<file path="config.mk">
export PLATFORM = sky130hd
export DESIGN_NAME = uart_rom_loader
export DESIGN_NICKNAME = d
export VERILOG_FILES = /design/src/rtl/loader_pkg.sv /design/src/rtl/uart_rx_byte.sv /design/src/rtl/uart_rom_loader.sv
export SDC_FILE = /design/constraint.sdc
export NUM_CORES = 1
export LEC_CHECK = 0
export CAP_MARGIN = 20
export CORE_AREA = 5 5 181 131
export DETAILED_ROUTE_END_ITERATION = 6
export DIE_AREA = 0 0 186 136
export SYNTH_ARGS = -nofsm -noshare
export SYNTH_HDL_FRONTEND = slang
export SYNTH_SLANG_ARGS = --single-unit
</file>
<file path="constraint.sdc">
create_clock -name clk -period 2.78 [get_ports clk]
set_clock_uncertainty 0.15 [all_clocks]
set_input_delay 0.834 -clock clk [delete_from_list [all_inputs] [get_ports clk]]
set_output_delay 0.834 -clock clk [all_outputs]
set_load 0.1 [all_outputs]
</file>
<file path="src/rtl/loader_pkg.sv">
// Shared constants and state encodings for the UART ROM loader.
package loader_pkg;

   localparam logic [7:0] SYNC_BYTE     = 8'hA5;
   localparam int         TIMEOUT_BYTES = 16;

   typedef enum logic [1:0] {
      R_IDLE,
      R_START,
      R_DATA,
      R_STOP
   } rx_state_t;

   typedef enum logic [2:0] {
      P_SYNC,
      P_LEN0,
      P_LEN1,
      P_WORD,
      P_CSUM,
      P_DONE
   } p_state_t;

endpackage

</file>
<file path="src/rtl/uart_rx_byte.sv">
// 8N1 UART receiver: 2-flop synchroniser, mid-bit sampling, one-cycle
// byte_vld / frm_err pulses at the stop-bit sample point.
module uart_rx_byte
   import loader_pkg::*;
#(
   parameter int DIV = 434
) (
   input  logic       clk,
   input  logic       rst,
   input  logic       i_rx,
   output logic       o_byte_vld,
   output logic [7:0] o_byte_data,
   output logic       o_frm_err
);

   localparam logic [15:0] C_FULL = 16'(DIV - 1);
   localparam logic [15:0] C_HALF = 16'(DIV / 2 - 1);

   rx_state_t   r_state;
   rx_state_t   w_nxt;
   logic [1:0]  r_sync;
   logic        r_prev;
   logic [15:0] r_cnt;
   logic [2:0]  r_bit;
   logic [7:0]  r_shift;
   logic        w_rx;

   assign w_rx        = r_sync[1];
   assign o_byte_data = r_shift;

   always_comb begin
      w_nxt      = r_state;
      o_byte_vld = 1'b0;
      o_frm_err  = 1'b0;
      case (r_state)
         R_IDLE:  if (r_prev && !w_rx) w_nxt = R_START;
         R_START: if (r_cnt == C_HALF) w_nxt = w_rx ? R_IDLE : R_DATA;
         R_DATA:  if (r_cnt == C_FULL && r_bit == 3'd7) w_nxt = R_STOP;
         R_STOP: begin
            if (r_cnt == C_FULL) begin
               w_nxt      = R_IDLE;
               o_byte_vld = w_rx;
               o_frm_err  = !w_rx;
            end
         end
         default: w_nxt = R_IDLE;
      endcase
   end

   // Sync flops reset to the idle-high line level so reset release is not a start bit.
   always_ff @(posedge clk or negedge rst) begin
      if (!rst) begin
         r_state <= R_IDLE;
         r_sync  <= 2'b11;
         r_prev  <= 1'b1;
         r_cnt   <= '0;
         r_bit   <= '0;
         r_shift <= '0;
      end else begin
         r_state <= w_nxt;
         r_sync  <= {r_sync[0], i_rx};
         r_prev  <= w_rx;
         if (r_state == R_IDLE || w_nxt != r_state || r_cnt == C_FULL)
            r_cnt <= '0;
         else
            r_cnt <= r_cnt + 16'd1;
         if (r_state == R_START) begin
            r_bit <= '0;
         end else if (r_state == R_DATA && r_cnt == C_FULL) begin
            r_shift <= {w_rx, r_shift[7:1]};
            r_bit   <= r_bit + 3'd1;
         end
      end
   end

endmodule

</file>
<file path="src/rtl/uart_rom_loader.sv">
// UART program-image loader driving the instruction ROM write port.
// Define LOADER_CHECKSUM_EN to require a trailing XOR checksum byte.
module uart_rom_loader
   import loader_pkg::*;
#(
   parameter int          CLK_FREQ  = 50_000_000,
   parameter int          BAUD      = 115200,
   parameter logic [31:0] BASE_ADDR = 32'h0000_0000,
   parameter int          MAX_WORDS = 4096
) (
   input  logic        clk,
   input  logic        rst,
   input  logic        uart_debug_pin,
   output logic        mem_we_o,
   output logic [31:0] mem_addr_o,
   output logic [31:0] mem_data_o,
   output logic        halt_req_o,
   output logic        load_done_o,
   output logic        load_err_o
);

   localparam int          DIV    = CLK_FREQ / BAUD;
   localparam logic [31:0] C_TMO  = 32'(TIMEOUT_BYTES * 10 * DIV - 1);
   localparam logic [16:0] C_MAXW = 17'(MAX_WORDS);

   p_state_t    r_state;
   p_state_t    w_nxt;
   logic        w_vld;
   logic [7:0]  w_byte;
   logic        w_frm_err;
   logic [15:0] r_len;
   logic [15:0] r_idx;
   logic [1:0]  r_bcnt;
   logic [23:0] r_word;
   logic [31:0] r_tmo;
   logic [15:0] w_len;
   logic        w_in_load;
   logic        w_tmo;
   logic        w_start;
   logic        w_fail;
   logic        w_finish;
   logic        w_wr;
`ifdef LOADER_CHECKSUM_EN
   logic [7:0]  r_csum;
`endif

   uart_rx_byte #(.DIV(DIV)) u_rx (
      .clk         (clk),
      .rst         (rst),
      .i_rx        (uart_debug_pin),
      .o_byte_vld  (w_vld),
      .o_byte_data (w_byte),
      .o_frm_err   (w_frm_err)
   );

   assign w_len     = {w_byte, r_len[7:0]};
   assign w_in_load = (r_state != P_SYNC) && (r_state != P_DONE);
   assign w_tmo     = w_in_load && !w_vld && (r_tmo == C_TMO);

   always_comb begin
      w_nxt    = r_state;
      w_start  = 1'b0;
      w_fail   = 1'b0;
      w_finish = 1'b0;
      w_wr     = 1'b0;
      case (r_state)
         P_SYNC: begin
            if (w_vld && w_byte == SYNC_BYTE) begin
               w_start = 1'b1;
               w_nxt   = P_LEN0;
            end
         end
         P_LEN0: if (w_vld) w_nxt = P_LEN1;
         P_LEN1: begin
            if (w_vld) begin
               if (w_len == 16'd0 || {1'b0, w_len} > C_MAXW) w_fail = 1'b1;
               else w_nxt = P_WORD;
            end
         end
         P_WORD: begin
            if (w_vld && r_bcnt == 2'd3) begin
               w_wr = 1'b1;
`ifdef LOADER_CHECKSUM_EN
               if (r_idx == r_len - 16'd1) w_nxt = P_CSUM;
`else
               if (r_idx == r_len - 16'd1) w_nxt = P_DONE;
`endif
            end
         end
`ifdef LOADER_CHECKSUM_EN
         P_CSUM: begin
            if (w_vld) begin
               if (w_byte == r_csum) w_finish = 1'b1;
               else w_fail = 1'b1;
            end
         end
`endif
         // P_DONE delays done by one cycle so it follows the final write.
         P_DONE:  w_finish = 1'b1;
         default: w_nxt = P_SYNC;
      endcase
      if (w_in_load && (w_frm_err || w_tmo)) w_fail = 1'b1;
      if (w_fail || w_finish) w_nxt = P_SYNC;
   end

   always_ff @(posedge clk or negedge rst) begin
      if (!rst) begin
         r_state     <= P_SYNC;
         r_len       <= '0;
         r_idx       <= '0;
         r_bcnt      <= '0;
         r_word      <= '0;
         r_tmo       <= '0;
         mem_we_o    <= 1'b0;
         mem_addr_o  <= '0;
         mem_data_o  <= '0;
         halt_req_o  <= 1'b0;
         load_done_o <= 1'b0;
         load_err_o  <= 1'b0;
`ifdef LOADER_CHECKSUM_EN
         r_csum      <= '0;
`endif
      end else begin
         r_state  <= w_nxt;
         mem_we_o <= w_wr;
         r_tmo    <= (w_vld || !w_in_load) ? 32'd0 : r_tmo + 32'd1;
         if (w_start) begin
            halt_req_o  <= 1'b1;
            load_done_o <= 1'b0;
            load_err_o  <= 1'b0;
            r_idx       <= '0;
            r_bcnt      <= '0;
`ifdef LOADER_CHECKSUM_EN
            r_csum      <= '0;
`endif
         end
         if (w_vld && (r_state == P_LEN0 || r_state == P_LEN1 || r_state == P_WORD)) begin
`ifdef LOADER_CHECKSUM_EN
            r_csum <= r_csum ^ w_byte;
`endif
            if (r_state == P_LEN0) r_len[7:0]  <= w_byte;
            if (r_state == P_LEN1) r_len[15:8] <= w_byte;
         end
         if (w_vld && r_state == P_WORD) begin
            r_word <= {w_byte, r_word[23:8]};
            r_bcnt <= r_bcnt + 2'd1;
         end
         if (w_wr) begin
            mem_data_o <= {w_byte, r_word};
            mem_addr_o <= BASE_ADDR + {14'd0, r_idx, 2'b00};
            r_idx      <= r_idx + 16'd1;
         end
         if (w_fail) begin
            load_err_o <= 1'b1;
            halt_req_o <= 1'b0;
         end
         if (w_finish) begin
            load_done_o <= 1'b1;
            halt_req_o  <= 1'b0;
         end
      end
   end

endmodule

</file>
Yosys cells after proc, flatten, opt, wreduce, memory -nomap -nowiden

Index checks and enable logic that the tools add are counted.

Bits in registers: 177
Input port bits: 3
Output and inout port bits: 68
Word-level logic and storage cells: 127

Add/sub/neg operators: 6
Magnitude comparators: 1
Equality and inequality tests: 23
Muxes and demuxes: 41
Bitwise logic cells: 1
Reductions and logical operators: 36

Operators with widths:

| cell                  | count |
|---|---|
| $mux 16               | 3 |
| $add 16x1->16 const B | 2 |
| $add 32x1->32 const B | 1 |
| $eq 32x17->1 const B  | 1 |
| $mux 32               | 1 |
| $mux 3                | 9 |
| $ne 3x3->1 const B    | 7 |
| $mux 1                | 19 |
| $eq 16x16->1          | 1 |
| $eq 16x8->1 const B   | 1 |
| $eq 16x9->1 const B   | 1 |
| $gt 16x13->1 const B  | 1 |
| $logic_not 16->1      | 1 |
| $sub 16x1->16 const B | 1 |
| $pmux 3 s5            | 1 |
| $mux 2                | 7 |
| $logic_and 1x1->1     | 11 |
| $reduce_bool 2->1     | 5 |
| $eq 8x8->1 const B    | 1 |
| $logic_or 1x1->1      | 8 |
| $pmux 2 s4            | 1 |
| $reduce_and 7->1      | 1 |
| $eq 2x2->1 const B    | 3 |
| $eq 3x2->1 const B    | 2 |
| 13 further kinds      | 19 |

Logic depth before layout (Yosys ltp)

Gate-level depths: netlist (run 1).

Depth in word-level cells: 12
Depth in mapped cells: 11
Depth with buffers taken out: 8

By module

From an unflattened synthesis (run 1), not the netlist that was laid out.

Cell total of the unflattened synthesis: 918
Area total of the unflattened synthesis: 8690.8 um^2

Modules (own cells, without submodules):

| module          | times used | cells an instance | area each (um^2) | sequential area each (um^2) |
|---|---|---|---|---|
| uart_rom_loader | 1          | 775               | 7039.3           | 3628.5 |
| uart_rx_byte    | 1          | 143               | 1651.6           | 804.5 |

Least setup slack after synthesis (run 1)

No wires, ideal clock.

Path kind: register to register
Start: register r_len[0]
End: register r_state[2]
Library setup time: 96 ps
Arrival time: 2464 ps
Required time: 2534 ps
Slack: 70 ps
Stages on the path, launching flop included: 10
Buffers on the path: 2
Period minus slack after synthesis: 2710 ps
Cell sequence: dfrtp_1 inv_1 ha_1 clkbuf_1 or3b_2 clkbuf_1 o22ai_1 nand4b_1 or4b_1 nor4_2

Cells in the longest elaborated chain, start to end: 9
Elaborated cells on any way between the ends: 19
Those cells by class: add/sub: 1; order compare: 1; eq/ne: 8; mux: 5; reduce/logical: 4

Ends and longest elaborated chain:

| what                                                      | RTL line               | text |
|---|---|---|
| from (decl)                                               | uart_rom_loader.sv:31  | `logic [15:0] r_len;` |
| from (signal assigned)                                    | uart_rom_loader.sv:141 | `if (r_state == P_LEN0) r_len[7:0] <= w_byte;` |
| $gt 16x13->1 or $logic_not 16->1 (tied branches)          | uart_rom_loader.sv:76  | `if (w_len == 16'd0 \|\| {1'b0, w_len} > C_MAXW) w_fail = 1'b1;` |
| $logic_or 1x1->1                                          | uart_rom_loader.sv:76  |  |
| $mux 1                                                    | uart_rom_loader.sv:76  |  |
| $mux 1                                                    | uart_rom_loader.sv:75  | `if (w_vld) begin` |
| $mux 1                                                    | uart_rom_loader.sv:66  | `case (r_state)` |
| $mux 1                                                    | uart_rom_loader.sv:102 | `if (w_in_load && (w_frm_err \|\| w_tmo)) w_fail = 1'b1;` |
| $logic_or 1x1->1                                          | uart_rom_loader.sv:103 | `if (w_fail \|\| w_finish) w_nxt = P_SYNC;` |
| $ne 3x3->1 (no source line) or $ne 2x2->1 (tied branches) | -                      |  |
| $reduce_and 7->1 (no source line)                         | -                      |  |
| to (signal assigned)                                      | uart_rom_loader.sv:124 | `r_state <= w_nxt;` |
| to (decl)                                                 | uart_rom_loader.sv:26  | `p_state_t r_state;` |

Parallel ways exist; a longest one is shown, timed or not.
A chain may end at the register's enable or synchronous reset.

Worst setup path after layout (run 1)

Same ends and word-level chain as after synthesis.

==> impl_metrics.toml, run 1 <==
[clocking]
cts_buffer_depth = 2
cts_sinks = 177
clkTransAtPathRegs_ns = 0.07
root_buffer = "clkbuf_16"
cts_inserted_buffers = 17
htreeDepth = 4
worstSkewPairLatency_ns = 0.43
cts_setup_buffers = 0
cts_tree = "done"

[synthesis]
syn_inst = 936
yosys.cell_count.top_type = "nand2_1"
async_reset_ff_share_pct = 100.0
ys_ff_latch = 177
synth.largest_area_cell = "dfrtp_1"
synth_edf_count = 0
synth.distinct_cells = 62
synth.yosys.warnings = 0
syn_area_um2 = 8557
yosysSeqAreaShare_pct = 51.81
synthTopCellsByCount = "269 x nand2_1, 174 x dfrtp_1, 75 x nor2_1"
ys.flop_type = "dfrtp_1"
avgSynthCellArea_um2 = 9.142
yosys-top-cells-area = "dfrtp_1 51%, nand2_1 12%, nor2_1 3.3%, xnor2_1 3.3%, mux2_2 3.0%"
yosysTopAreaCellShare_pct = 50.88

[placement]
place_area_um2 = 9368
gp_congestion = 0.8642
dp_slack_ns = 0.1031
place.detailed.hpwl_um = 13710
io_buffers = 54

[critical_path]
r2r_end = "r_state[2]"
critPathLaunch = "r_len[0]"
reg2reg_setup_slack_ns = 0.07
worstPathArrival_ns = 2.90
path_class = "reg2reg"
cp-start-kind = "flip-flop"
path_max_fanout = 7
r2r_cells = 6
required_ns = 2.97
end_kind = "flip-flop"
reg2reg_from = "r_len[0]"
crit_end = "r_state[2]"

[die]
die-area_um2 = 25300
fp.dieW_um = 186
die_h_um = 136
core_um2 = 21990
initial_core_util_pct = 38.92
num_io_pins = 71
core.rowCount = 46

[pwr]
power.switching_mw = 1.287
p_int_mw = 3.934
p_seq_share_pct = 51.7
leakage_nw = 4.928
pwr-share-clk_pct = 42.7
swShare_pct = 24.66
p_per_area_nw_per_um2 = 523.5
combPwrFrac_pct = 5.7
ir_drop_mv = 0.3884
p_total_mw = 5.222

[grt]
grt_pass1_wl_um = 32790
grt_antenna_before_repair = 0
grt_overflow = 0
grt_usage_pct = 16.14
first_global_vias = 6334
grt_max_degree = 50

[timing]
period_needed_ns = 2.711
setup_ws_ns = 0.06878
hold_viol = 0
clock.fmax_mhz = 368.8
setup_tns_ns = 0
setup_viol = 0
period_share_pct = 97.53
rsz0062_at_grt = "yes"
slew_headroom_pct = 63.94
report.final.slew_viol_count = 0
tightest_slew_ns = 0.5409

[hold_path]
hp-class = "in2async"

[outcome]
status = "completed"

[route]
vias_per_cell = 5.047
drt-initial-drc-count = 385
post_drt_wl_per_cell_um = 14.95
drc = 0
dr.pass1.iters = 4
num_vias = 6521
ant_nets = 0
wl_um = 19320

[finish]
syn_to_final_growth_pct = 16.55
design_area_um2 = 9973
layout.nets = 1004
drive_gt1_share_pct = 16.63
antenna_cells = 0

[job]
cap_viol_max_count = 0
## per-stage QoR
stage | cells | hold WS [ns] | util [%]
2_1_floorplan | 951 | 0.1952 | -
3_3_place_gp | 1260 | 0.1965 | 42.61
3_5_place_dp | 1260 | 0.1975 | 42.61
4_1_cts | 1292 | 0.1879 | 45.12
5_1_grt | 1292 | 0.2047 | 45.36
6_report | 1292 | 0.1968 | 45.36
## layout make-up
type	count	area, µm²
Fill cell	2160	12010
Clock inverter	10	77.57
Clock buffer	22	474.2
Multi-Input combinational cell	695	3871
Sequential cell	177	4433
Tap cell	288	360.3
Timing Repair Buffer	88	711.9
Inverter	12	45.04
## how the worst min path moves through the flow
stage | to | slack [ns] | cells past startpoint | from
3_3_place_gp | u_rx.r_sync[1] | 0.20 | 0 | u_rx.r_sync[0]
2_1_floorplan | u_rx.r_sync[1] | 0.20 | 0 | u_rx.r_sync[0]
3_5_place_dp | u_rx.r_sync[1] | 0.20 | 0 | u_rx.r_sync[0]
6_report | r_tmo[14] | 0.20 | 1 | rst
5_1_grt | r_tmo[30] | 0.20 | 1 | rst
4_1_cts | r_tmo[14] | 0.19 | 1 | rst
## routing by layer
layer,GRT usage [%],share of wire (%)
met1,24.47,52
met2,23.30,43
met3,3.718,4.0
met4,4.005,0.90
met5,0,0
## what timing repair did
action	CTS	global route
hold buffers	0	0
gates resized for setup	0	11
endpoints found under the setup margin	0	18
endpoints found under the hold margin	0	0
## power groups by stage
stage | Combinational [mW] | Sequential (mW) | Clock (mW)
3_5_place_dp | 0.299 | 2.75 | 0
3_3_place_gp | 0.297 | 2.74 | 0
2_1_floorplan | 0.228 | 2.73 | 0
4_1_cts | 0.302 | 2.70 | 2.30
6_report | 0.296 | 2.70 | 2.23
5_1_grt | 0.330 | 2.71 | 2.41
## flip-flops by register name, indices dropped and copies added (netlist names)
register,count
mem_data_o,32
r_tmo,32
r_word,24
mem_addr_o,16
r_idx,16
r_len,16
u_rx.r_cnt,16
u_rx.o_byte_data,8
r_state,3
u_rx.r_bit,3
r_bcnt,2
u_rx.r_state,2
u_rx.r_sync,2
halt_req_o,1
load_done_o,1
load_err_o,1
mem_we_o,1
u_rx.r_prev,1
## layout by cell type, fill, tap and decap left out, types with 4 or more instances in the layout
master,count
or2_2,6
xor2_1,26
nor2_1,75
and3_1,22
dfrtp_1,174
nor4_2,4
nand2_1,269
o211ai_1,4
nor2b_1,6
o21ai_0,35
a21oi_1,13
clkinvlp_4,5
conb_1,16
buf_4,81
nand2b_1,4
or3_1,11
a22o_1,4
nor3_1,7
nand4_1,19
nor4_1,15
mux2_2,23
inv_1,12
a31oi_1,4
clkbuf_16,17
nand3_1,28
or4_1,5
xnor2_1,32
o31ai_1,5
ha_1,10
## critical path, stage by stage, from the launching register on
cell	delay (ns)
dfrtp_1	0.44
or4_1	0.65
or3_4	0.39
a21oi_2	0.14
nor2_1	0.06
or4b_1	0.56
nor4_2	0.22
## logic make-up after synthesis
logic type / count (synthesis) / synth area share [%]
XOR/XNOR: 58 / 5.937
adder cells (fa/ha/maj): 10 / 1.462
multiplexers: 24 / 3.144
AO/OA/AOI/OAI: 90 / 6.653
buffers and inverters: 79 / 4.313
AND/OR/NAND/NOR: 497 / 26.64
flip-flops: 177 / 51.81
other: 1 / 0.04382
Note: power is estimated with default switching activity, not from simulation.
==> inputs of run 2 (changes only) <==
- PLACE_DENSITY: unset -> 0.7
==> run 2 against run 1 <==
Cell area grew 0.25%. Critical endpoint unchanged. Flip-flop and latch count is the same. Sequential power is essentially flat. Non-clock buffer count shrank 2. Clock-buffer cell count shrank 2. Global-route usage shrank 0.22 points. Utilization grew 0.11 points. Routed wire length grew 0.21%. Via count grew 1.1%. Clock power grew 14%. First-iteration DRC count grew 51%. Fmax grew 0.95%.
==> impl_metrics.toml, run 2 (synthesis gave the netlist of run 1 again) <==
[route]
dr.pass1.iters = 5
drt-initial-drc-count = 583
ant_nets = 0
num_vias = 6595
drc = 0
post_drt_wl_per_cell_um = 15.01
vias_per_cell = 5.112
wl_um = 19360

[die]
die_h_um = 136
core_um2 = 21990
num_io_pins = 71
fp.dieW_um = 186
core.rowCount = 46
initial_core_util_pct = 38.92
die-area_um2 = 25300

[timing]
setup_viol = 0
tightest_slew_ns = 0.5185
fin_worst_hold_slack_ns = 0.1992
setup_ws_ns = 0.09428
report.final.slew_viol_count = 0
clock.fmax_mhz = 372.3
setup_tns_ns = 0
rsz0062_at_grt = "no"
period_share_pct = 96.61
slew_headroom_pct = 65.12
hold_viol = 0
period_needed_ns = 2.686

[critical_path]
reg2reg_setup_slack_ns = 0.09
reg2reg_from = "r_len[4]"
end_kind = "flip-flop"
r2r_cells = 6
path_class = "reg2reg"
r2r_end = "r_state[2]"
path_max_fanout = 8
worstPathArrival_ns = 2.87
required_ns = 2.96
cp-start-kind = "flip-flop"

[clocking]
root_buffer = "clkbuf_16"
cts_buffer_depth = 2
cts_setup_buffers = 0
cts_inserted_buffers = 17
worstSkewPairLatency_ns = 0.43
postCtsHoldBufs = 0
htreeDepth = 4
clkTransAtPathRegs_ns = 0.07
cts_sinks = 177
cts_tree = "done"
cts-resized-gates = 0

[finish]
syn_to_final_growth_pct = 16.84
n_fill_cell = 2092
final_core_util_pct = 45.48
layout.nets = 1002
finalNonFillerCells = 1290
antenna_cells = 0
reg.largest.list = "mem_data_o: 32 flops, r_tmo: 32 flops, r_word: 24 flops"
design_area_um2 = 9998
final_cell_mix = "269 x nand2_1, 174 x dfrtp_1, 81 x buf_4"
final_common_cell = "nand2_1"
drive_gt1_share_pct = 15.97

[pwr]
p_per_area_nw_per_um2 = 554.3
p_total_mw = 5.542
leakage_nw = 4.954
ir_drop_mv = 0.4079

[grt]
first_global_vias = 6177
grt_usage_pct = 15.92
grt_antenna_before_repair = 0
grt_overflow = 0
grt_pass1_wl_um = 32530
grt_max_degree = 54

[outcome]
status = "completed"

[placement]
place_area_um2 = 9353
place.detailed.hpwl_um = 13570
io_buffers = 54
dp_slack_ns = 0.08254
dp_cells = 1258
gp_congestion = 0.9724

[hold_path]
hp-class = "in2async"

[job]
cap_viol_max_count = 0
==> run 2: changes by cell type in the layout (fill, tap and decap cells not counted), moves of 2 or more <==
cell	previous run	this run
buf_6	3	1
clkbuf_8	3	1
nor4_2	4	1
bufinv_16	0	4
nor4_1	15	18
clkinvlp_4	5	2
==> run 2: metal layers <==
metal  vias to the layer above  wire (µm)  track usage, %  share of wire [%]
li1                       3228          -               -                  -
met1                      3217       9566           24.00                 49
met2                       139       8645           23.52                 45
met3                        11       1016           4.012                5.2
met4                         0        130           2.710               0.67
met5                         -          0               0                  0
==> run 2: worst max-delay path by stage <==
| stage | from | endpoint | slack [ns] | depth (start not counted) |
|---|---|---|---|---|
| 2_1_floorplan | r_len[0] | r_state[2] | 0.07 | 9 |
| 3_3_place_gp | r_len[4] | r_state[2] | 0.16 | 6 |
| 3_5_place_dp | u_rx.r_cnt[1] | r_idx[4] | 0.08 | 9 |
| 4_1_cts | u_rx.r_cnt[1] | r_idx[4] | 0.05 | 9 |
| 5_1_grt | r_len[0] | r_state[1] | 0.003 | 8 |
| 6_report | r_len[4] | r_state[2] | 0.09 | 6 |
==> run 2: worst max-delay path: stages, from the launching register on <==
cell and delay, ns:
dfrtp_1 0.45, or4_1 0.63, or3_4 0.41, a21oi_2 0.13, nor2_1 0.05, or4b_1 0.56, nor4_2 0.21
==> run 2: cell type report <==
cell class	count	area [µm²]	area share (%)
flip-flops and latches	177	4433	44.34
inverters	12	45.04	0.4505
multi-input cells	695	3844	38.44
clock buffers	20	446.7	4.468
clock inverters	12	180.2	1.802
well taps	288	360.3	3.604
repair buffers	86	689.4	6.895
==> run 2: power breakdown <==
group | internal [mW] | total (mW) | switching [mW]
logic | 0.0837 | 0.292 | 0.208
clock network | 1.54 | 2.55 | 1.01
registers | 2.63 | 2.70 | 0.0712
total | 4.25 | 5.54 | 1.29
==> inputs of run 3 (changes only) <==
- DONT_BUFFER_PORTS: unset -> 1
- PLACE_DENSITY: 0.7 -> 0.66
==> run 3 against run 2 <==
The run now ends with negative hold slack left. First-iteration DRC count shrank 9.9%. Flip-flop and latch count is the same. Sequential share of layout area shrank 0.17 points. Highest routed layer unchanged.
==> impl_metrics.toml, run 3 (synthesis gave the netlist of run 1 again) <==
[finish]
drive_gt1_share_pct = 17.62
final_common_cell = "nand2_1"
antenna_cells = 0
finalNonFillerCells = 1298
reg.largest.list = "mem_data_o: 32 flops, r_tmo: 32 flops, r_word: 24 flops"
syn_to_final_growth_pct = 17.37
design_area_um2 = 10040
layout.nets = 1010
final_cell_mix = "269 x nand2_1, 172 x dfrtp_1, 93 x buf_4"
n_fill_cell = 2083
final_core_util_pct = 45.68

[pwr]
pwr-share-clk_pct = 45.9
ir_drop_mv = 0.4080
combPwrFrac_pct = 4.3
leakage_nw = 4.983
power.switching_mw = 1.473
p_int_mw = 3.946
p_per_area_nw_per_um2 = 539.6
p_seq_share_pct = 49.7
swShare_pct = 27.18
p_total_mw = 5.419

[grt]
grt_usage_pct = 16.14
grt_use_met2_pct = 22.94
grt_use_met1_pct = 24.23
first_global_vias = 6135
grt_overflow = 0
grt_max_degree = 178
grt_antenna_before_repair = 0
use_met3_pct = 4.761
grt_pass1_wl_um = 32720
top_usage_layer = "met1"

[critical_path]
cp_common_cell = "or4_1"
cp.buffers_inverters = 1
required_ns = 2.94
crit_slowest_cell = "or4_1"
r2r_end = "r_state[1]"
end_kind = "flip-flop"
reg2reg_from = "r_len[4]"
reg2reg_setup_slack_ns = 0.09
cp-start-kind = "flip-flop"
path_max_fanout = 8
path_class = "reg2reg"
cp_cell_sequence = "or4_1, buf_4, or4_1, nand3_1, o211ai_1, nor4_2, o21ai_1"
worstPathArrival_ns = 2.84
max_stage_delay_ns = 0.57
r2r_cells = 7
path_delay_family = "simple AND/OR/NAND/NOR gates"

[placement]
place.detailed.hpwl_um = 13600
dp_slack_ns = -0.04589
gp_congestion = 0.9105
dp_cells = 1264
place_area_um2 = 9354
io_buffers = 0

[clocking]
cts_sinks = 177
cts_inserted_buffers = 17
htreeDepth = 4
cts_buffer_depth = 2
root_buffer = "clkbuf_16"
cts_tree = "done"
clkTransAtPathRegs_ns = 0.07
worstSkewPairLatency_ns = 0.44

[timing]
clock.fmax_mhz = 372.4
setup_ws_ns = 0.09460
fin_worst_hold_slack_ns = -0.05678
period_share_pct = 96.60
slew_headroom_pct = 62.51
hold_viol = 161
period_needed_ns = 2.685
rsz0062_at_grt = "no"
setup_viol = 0
report.final.slew_viol_count = 0
tightest_slew_ns = 0.5571
setup_tns_ns = 0

[route]
drc = 0
num_vias = 6586
post_drt_wl_per_cell_um = 15.27
vias_per_cell = 5.074
dr.pass1.iters = 6
wl_um = 19820
ant_nets = 0
drt-initial-drc-count = 525

[outcome]
status = "complete, but fails checks"
violations = "negative hold slack"

[die]
die-area_um2 = 25300
die_h_um = 136
fp.dieW_um = 186
core_um2 = 21990
core.rowCount = 46
initial_core_util_pct = 38.92
num_io_pins = 71

[job]
cap_viol_max_count = 0

[hold_path]
hp-class = "in2async"
run 3: what timing repair did:
| action | CTS | global route |
|---|---|---|
| endpoints found under the hold margin | 174 | 174 |
| resized for setup | 2 | 11 |
| pin swaps | 0 | 2 |
| setup buffers | 0 | 2 |
| setup endpoints to repair | 1 | 42 |
run 3: cell type report:
type | instances | area (µm²) | share of cell area, %
Tap cell | 288 | 360.3 | 3.588
Multi-Input combinational cell | 695 | 3866 | 38.50
Clock inverter | 15 | 201.4 | 2.006
Timing Repair Buffer | 94 | 709.4 | 7.064
Sequential cell | 177 | 4436 | 44.16
Clock buffer | 17 | 425.4 | 4.236
Inverter | 12 | 45.04 | 0.4485
run 3: how the worst max path moves through the flow:
stage                   from    endpoint  slack, ns  cells past startpoint
global route        r_len[5]  r_state[1]      0.006                      7
floorplan           r_len[0]  r_state[2]       0.07                      9
CTS                 r_len[0]  r_state[1]       0.07                      7
detailed placement  r_len[0]  r_state[1]      -0.05                      7
finish              r_len[4]  r_state[1]       0.09                      7
global placement    r_len[0]  r_state[1]       0.03                      7
run 3: layer usage:
metal  wire [µm]  vias up
met3        1163       17
met4         222        0
li1            -     3242
met1        9778     3183
met2        8650      144
met5           0        -
run 3: power by group through the flow:
stage	Combinational, mW	Clock (mW)	Sequential, mW
2_1_floorplan	0.228	0	2.73
3_3_place_gp	0.228	0	2.74
3_5_place_dp	0.232	0	2.75
4_1_cts	0.235	2.55	2.70
5_1_grt	0.263	2.67	2.71
6_report	0.235	2.49	2.70
